===== src/rtl/cpu_types_pkg.sv =====
// Shared CPU bus types: word, RAM handshake state and the
// coherence bus controller FSM states.
package cpu_types_pkg;

    typedef logic [31:0] word_t;

    typedef enum logic [1:0] {
        FREE,
        BUSY,
        ACCESS,
        ERROR
    } ramstate_t;

    typedef enum logic [2:0] {
        IDLE,
        DWB,
        SNOOP,
        C2C,
        MEMRD,
        IFETCH
    } ccstate_t;

endpackage


===== src/rtl/rr_arb2.sv =====
// Two-requester round-robin arbiter; the priority pointer
// toggles on an advance pulse.
module rr_arb2 (
    input  logic       CLK,
    input  logic       nRST,
    input  logic [1:0] req,
    input  logic       adv,
    output logic       win
);

    logic ptr;

    always_ff @(posedge CLK or negedge nRST) begin
        if (!nRST)
            ptr <= 1'b0;
        else if (adv)
            ptr <= ~ptr;
    end

    // Pointer side wins on a tie; no request leaves win = ~ptr.
    always_comb win = req[ptr] ? ptr : ~ptr;

endmodule


===== src/rtl/coherence_bus_ctrl.sv =====
// Snoopy MSI bus controller for two cores sharing one RAM port:
// arbitration, snoops, cache-to-cache forwarding and invalidation.
module coherence_bus_ctrl
    import cpu_types_pkg::*;
#(
    parameter int NCORES = 2,
    parameter int OFFBIT = 2
) (
    input  logic                    CLK,
    input  logic                    nRST,
    input  logic [NCORES-1:0]       iREN,
    input  word_t [NCORES-1:0]      iaddr,
    output logic [NCORES-1:0]       iwait,
    output word_t [NCORES-1:0]      iload,
    input  logic [NCORES-1:0]       dREN,
    input  logic [NCORES-1:0]       dWEN,
    input  word_t [NCORES-1:0]      daddr,
    input  word_t [NCORES-1:0]      dstore,
    output logic [NCORES-1:0]       dwait,
    output word_t [NCORES-1:0]      dload,
    input  logic [NCORES-1:0]       cctrans,
    input  logic [NCORES-1:0]       ccwrite,
    output logic [NCORES-1:0]       ccwait,
    output logic [NCORES-1:0]       ccinv,
    output word_t [NCORES-1:0]      ccsnoopaddr,
    output logic                    ramREN,
    output logic                    ramWEN,
    output word_t                   ramaddr,
    output word_t                   ramstore,
    input  word_t                   ramload,
    input  ramstate_t               ramstate
);

    ccstate_t state, nstate;
    logic g, ng, o;
    logic c2c_hold, nhold;
    logic [1:0] dreq, darb;
    logic dwin, iwin, ccw;
    logic dadv, iadv;
    logic done, lastw;

    assign o     = ~g;
    assign dreq  = dREN | dWEN;
    assign done  = (ramstate == ACCESS);
    assign lastw = daddr[g][OFFBIT];
    assign iload = {NCORES{ramload}};

    // With no data request the data arbiter ranks the cctrans
    // pair, so a double write-hit is settled by rr_d.
    assign darb = (|dreq) ? dreq : cctrans;
    assign ccw  = (&cctrans) ? dwin : cctrans[1];

    rr_arb2 u_rr_d (
        .CLK  (CLK),
        .nRST (nRST),
        .req  (darb),
        .adv  (dadv),
        .win  (dwin)
    );

    rr_arb2 u_rr_i (
        .CLK  (CLK),
        .nRST (nRST),
        .req  (iREN),
        .adv  (iadv),
        .win  (iwin)
    );

    always_ff @(posedge CLK or negedge nRST) begin
        if (!nRST) begin
            state    <= IDLE;
            g        <= 1'b0;
            c2c_hold <= 1'b0;
        end else begin
            state    <= nstate;
            g        <= ng;
            c2c_hold <= nhold;
        end
    end

    always_comb begin
        nstate      = state;
        ng          = g;
        nhold       = c2c_hold;
        dadv        = 1'b0;
        iadv        = 1'b0;
        dwait       = '1;
        iwait       = '1;
        ccwait      = '0;
        ccinv       = '0;
        ccsnoopaddr = '0;
        ramREN      = 1'b0;
        ramWEN      = 1'b0;
        ramaddr     = '0;
        ramstore    = '0;
        dload       = {NCORES{ramload}};

        if (state != IDLE && state != IFETCH) begin
            ccwait[o]      = 1'b1;
            ccsnoopaddr[o] = daddr[g];
        end

        unique case (state)
            IDLE: begin
                if (|cctrans) begin
                    ccwait[~ccw]      = 1'b1;
                    ccinv[~ccw]       = 1'b1;
                    ccsnoopaddr[~ccw] = daddr[ccw];
                end
                if (|dreq) begin
                    ng     = dwin;
                    nstate = dWEN[dwin] ? DWB : SNOOP;
                end else if (|iREN) begin
                    ng     = iwin;
                    nstate = IFETCH;
                end
            end
            DWB: begin
                if (!dWEN[g]) begin
                    nstate = IDLE;
                end else begin
                    ramWEN   = 1'b1;
                    ramaddr  = daddr[g];
                    ramstore = dstore[g];
                    if (done) begin
                        dwait[g] = 1'b0;
                        dadv     = 1'b1;
                        nstate   = IDLE;
                    end
                end
            end
            SNOOP: begin
                if (!dREN[g]) begin
                    nstate = IDLE;
                end else begin
                    // Word 1 reuses the word-0 dirty decision.
                    nstate = (ccwrite[o] || c2c_hold) ? C2C : MEMRD;
                    if (ccwrite[o])
                        nhold = 1'b1;
                end
            end
            C2C: begin
                if (!dREN[g]) begin
                    nstate = IDLE;
                end else begin
                    ramWEN   = 1'b1;
                    ramaddr  = daddr[g];
                    ramstore = dstore[o];
                    dload[g] = dstore[o];
                    if (done) begin
                        dwait[g] = 1'b0;
                        nstate   = IDLE;
                        if (lastw) begin
                            nhold = 1'b0;
                            dadv  = 1'b1;
                        end
                    end
                end
            end
            MEMRD: begin
                if (!dREN[g]) begin
                    nstate = IDLE;
                end else begin
                    ramREN  = 1'b1;
                    ramaddr = daddr[g];
                    if (done) begin
                        dwait[g] = 1'b0;
                        dadv     = lastw;
                        nstate   = IDLE;
                    end
                end
            end
            IFETCH: begin
                if (!iREN[g]) begin
                    nstate = IDLE;
                end else begin
                    ramREN  = 1'b1;
                    ramaddr = iaddr[g];
                    if (done) begin
                        iwait[g] = 1'b0;
                        iadv     = 1'b1;
                        nstate   = IDLE;
                    end
                end
            end
            default: nstate = IDLE;
        endcase
    end

endmodule


===== config.mk =====
export PLATFORM = sky130hd
export DESIGN_NAME = coherence_bus_ctrl
export DESIGN_NICKNAME = d
export VERILOG_FILES = /design/src/rtl/cpu_types_pkg.sv /design/src/rtl/rr_arb2.sv /design/src/rtl/coherence_bus_ctrl.sv
export SDC_FILE = /design/constraint.sdc
export NUM_CORES = 1
export LEC_CHECK = 0
export ABC_AREA = 1
export BUFFER_PORTS_ARGS = -buffer_cell sky130_fd_sc_hd__buf_2
export CAP_MARGIN = 20
export CORE_AREA = 2 2 197 199
export CTS_BUF_LIST = sky130_fd_sc_hd__clkbuf_8
export DETAILED_ROUTE_END_ITERATION = 8
export DIE_AREA = 0 0 199 201
export GPL_ROUTABILITY_DRIVEN = 0
export PLACE_DENSITY = 0.45
export RECOVER_POWER = 100
export SLEW_MARGIN = 20
export SYNTH_ARGS = -nofsm -noshare
export SYNTH_HDL_FRONTEND = slang
export SYNTH_SLANG_ARGS = --single-unit

===== constraint.sdc =====
create_clock -name CLK -period 4.5 [get_ports CLK]
set_input_delay 0.675 -clock CLK [delete_from_list [all_inputs] [get_ports CLK]]
set_output_delay 0.675 -clock CLK [all_outputs]
set_load 0.01 [all_outputs]

After elaboration in Yosys (flattened, before gate mapping)
Index checks and enable logic that the tools add are counted.
Word-level totals
  bits in registers: 7
  bits of input ports: 238
Operators by class
  $lt $le $gt $ge: 10
  eq/ne operators: 13
  muxes and demuxes: 98
  bitwise operators: 8
  reductions and logical operators: 16
Operators with widths (count)
  two-way mux 32 bit: 18
  two-way mux 64 bit: 5
  bitwise mux 64 bit: 2
  demux 32 bit (select 1 bit): 3
  one-hot mux 32 bit (3 select lines): 1
  AND 64 bit: 1
  one-hot mux 32 bit (2 select lines): 1
  two-way mux 1 bit: 39
  two-way mux 2 bit: 12
  two-way mux 3 bit: 8
  one-hot mux 3 bit (5 select lines): 1
  less-than comparator 1 x 2 -> 1 bit (second input constant): 7
  inequality test 2 bit (second input constant): 5
  OR reduction 2 bit: 4
  equality test 3 x 2 -> 1 bit (second input constant): 2
  equality test 3 bit (second input constant): 2
  inequality test 3 bit (second input constant): 2
  one-hot mux 1 bit (2 select lines): 3
  AND reduction 6 bit: 1
  logical AND 1 bit: 4
  NOT 1 bit: 4
  bitwise OR 2 bit: 2
  one-hot mux 2 bit (2 select lines): 1
  AND reduction 2 bit: 2
  other kinds (10): 15

Depth between registers and ports, before layout
  depth in word-level cells: 15
  mapped depth: 9
  gate-level depth less buffers: 8

Hierarchy
Synthesis repeated with hierarchy kept, for this count alone.
Second synthesis, totals
  cells, all modules: 894
  area total of the unflattened synthesis: 4290.4 sq um
Modules (own cells, without submodules)
  coherence_bus_ctrl: instances 1, cells each 878, area each 4185.3 sq um, sequential area each 125.1 sq um
  rr_arb2: instances 2, cells each 8, area each 52.6 sq um, sequential area each 25.0 sq um

Least setup slack after synthesis
OpenSTA, ideal clock, no wires.
  path type: input-to-output
  start: input port dREN[1]
  end: output port ccsnoopaddr[32] (netlist name)
  arrival time: 1.653 ns
  data required time: 3.825 ns
  path slack: 2.172 ns
  cell stages on the path: 8
  path buffers: 1
  path through: nor2_1 nand2_1 nand2_1 nand2_1 nand3_1 nand3_2 buf_2 a21oi_1
RTL lines
  start, declared: RTL line coherence_bus_ctrl.sv:15  | input logic [NCORES-1:0] dREN,
  end, declared: RTL line coherence_bus_ctrl.sv:25  | output word_t [NCORES-1:0] ccsnoopaddr,

==> metrics.csv <==
metric;value;unit
start_util;0.117;
cts_root_buffer;clkbuf_8;
core-area;38100;um^2
via_count;7013;
firstDrtPassIters;5;
die_h;201;um
antenna_found_initial;12;
synth_top_flop_cell;dfrtp_1;
drive_gt1_frac;0.278;
slew-limit-headroom;-0.143;
cts_resized;0;
crit_path_top_delay_cell;inv_1;
vias_per_cell;4.04;
cts_tree;yes;
synth_top_area_frac;0.198;
fin_crit_sh;0.833;
slew_violations;33;
hpwlAfterDp;24400;um
hold_buffers;0;
yosysWarnings;0;
ys_types;38;
clock_path_buffers;2;
violations;max-capacitance violations, max-slew violations;
path_clk_slew;0.04;ns
synth_top_area_cell;nand2_1;
die_area;40000;um^2
synthMostInstantiatedCell;nand2_1;
synth_edf_count;0;
setup_viol;0;
ys_ff_latch;7;
fin_crit;3.75;ns
path_common_cell;inv_1;
critPathKind;flip-flop to output pin;
die_x;199;um
io_pins;504;
clock_latency;0.24;ns
p_per_area;379;nW/um^2
peakVddDrop;0.000230;V
tightest_slew;1.72;ns
h-tree-depth;1;
synth_nets;1052;
grt_pass1_wl;39900;um
grt-ovfl-total;0;
grt_max_degree;95;
finalWirelength;28700;um
nets;1451;
power_leakage;3.26;nW
start_kind;flip-flop;
register_area;179;um^2
cp_max_fo;37;
ant_nets;0;
cp.required;3.83;ns
syn_inst;814;
wl_per_cell;16.6;um
fillCellCount;4633;
cp_cell_sequence;inv_1 -> nand3_4 -> inv_4 -> nand3_1 -> inv_1 -> buf_4 -> nand2_1 -> o21ai_0 -> clkbuf_1;
fin_skew;0.00670;ns
outcome;complete, but fails checks;
grtUsageTotal;0.131;
multi_input_area;3040;um^2
max_cap_viol_count;1;
async_flop_share;1.00;
post_cts_buffers;0;
setup-tns-final;0;ns
io_buffer_count;503;
remaining_drc_errors;0;
grt_setup_unrepaired;false;
syn2layout_area_growth;46.2;%
synth_area_leaders;nand2_1 (20%), o21ai_0 (12%), buf_4 (11%);
finalHoldViolCount;0;
seq_area_frac_synth;0.0392;
syn_area_per_cell;5.50;um^2
numCtsBuffers;3;
postLayoutCoreUtil;0.172;
synthTopCellsByCount;nand2_1 (236), o21ai_0 (106), buf_4 (68), inv_1 (68), nor2_1 (65);
max_stage_delay;0.85;ns
max_freq;267;MHz
drtIter0Drc;279;
grt_pass1_vias;6508;
arrival;3.07;ns
endpoint_kind;output pin;
syn_area;4470;um^2
row_count;72;
clkSinkCount;7;
hold_class;primary input to async pin;
[critical path: cells and delay by family (launching register included)]
| family | cells | cell delay, ns |
|---|---|---|
| compound gates | 1 | 0.20 |
| buf+inv | 5 | 1.82 |
| flops | 1 | 0.46 |
| simple gates | 3 | 0.31 |
[worst paths after layout]
| check | startpoint | end | slack (ns) | cells past startpoint |
|---|---|---|---|---|
| max in group asynchronous | nRST | g | 3.83 | 1 |
| min reg2reg | u_rr_i.ptr | u_rr_i.ptr | 0.48 | 1 |
| min in group CLK | u_rr_i.ptr | u_rr_i.ptr | 0.48 | 1 |
| max reg2reg | g | state[0] | 1.65 | 8 |
| max | state[2] | dload[12] | 0.75 | 9 |
| min | nRST | u_rr_i.ptr | 0.34 | 1 |
[area by class of cell]
type                    instances  area share
repair buffers                513       0.356
clock buffers                   3     0.00631
multi-input cells             613       0.465
clock inverters                 1    0.000574
inverters                      75      0.0436
flip-flops and latches          7      0.0274
well taps                     518      0.0991
diodes                          6     0.00230
[registers in the layout, summed over array words and instances (netlist names)]
| register | cells |
|---|---|
| c2c_hold | 1 |
| u_rr_d.ptr | 1 |
| g | 1 |
| u_rr_i.ptr | 1 |
| state | 3 |
[routing by layer]
layer,GRT usage,wire (um),vias to the layer above,part of all wire
li1,-,-,3412,-
met1,0.147,11200,3153,0.39
met2,0.249,14500,396,0.51
met3,0.0213,2130,44,0.074
met4,0.0418,779,8,0.027
met5,0,48,-,0.0017
[power by group]
group | internal (W) | switching (W) | leakage [nW]
clock | 0.0000591 | 0.0000297 | 0.0269
sequential | 0.0000928 | 0.0000878 | 0.0886
combinational | 0.000695 | 0.00152 | 3.15
[stage by stage]
stage               worst slack, ns  cell area, um^2  power, W  instances  hold slack (ns)
CTS                            1.09             6970   0.00271       1730            0.274
floorplan                      2.17             4470   0.00172        814            0.379
global placement               1.26             6920   0.00261       1726            0.476
finish                        0.751             6540   0.00248       1736            0.344
global route                  0.507             6540   0.00272       1734            0.389
detailed placement             1.23             6920   0.00261       1726            0.483
[kinds of logic after synthesis]
logic type      share of synthesized area
mux                                0.0157
simple gates                        0.343
xor+xnor                          0.00392
flops                              0.0392
compound gates                      0.350
buf+inv                             0.248
[cell usage in the layout (no fill, tap or decap), types with 6 or more instances in the layout]
master and count:
a21boi_2 12, a21oi_1 48, o22ai_1 27, mux2i_1 7, inv_1 71, clkbuf_1 220
nand2_1 236, o21ai_0 107, diode_2 6, a21boi_0 27, dfrtp_1 6, nor2_1 66
nand3_1 50, buf_2 287
Power figures use the tool's default switching activity.
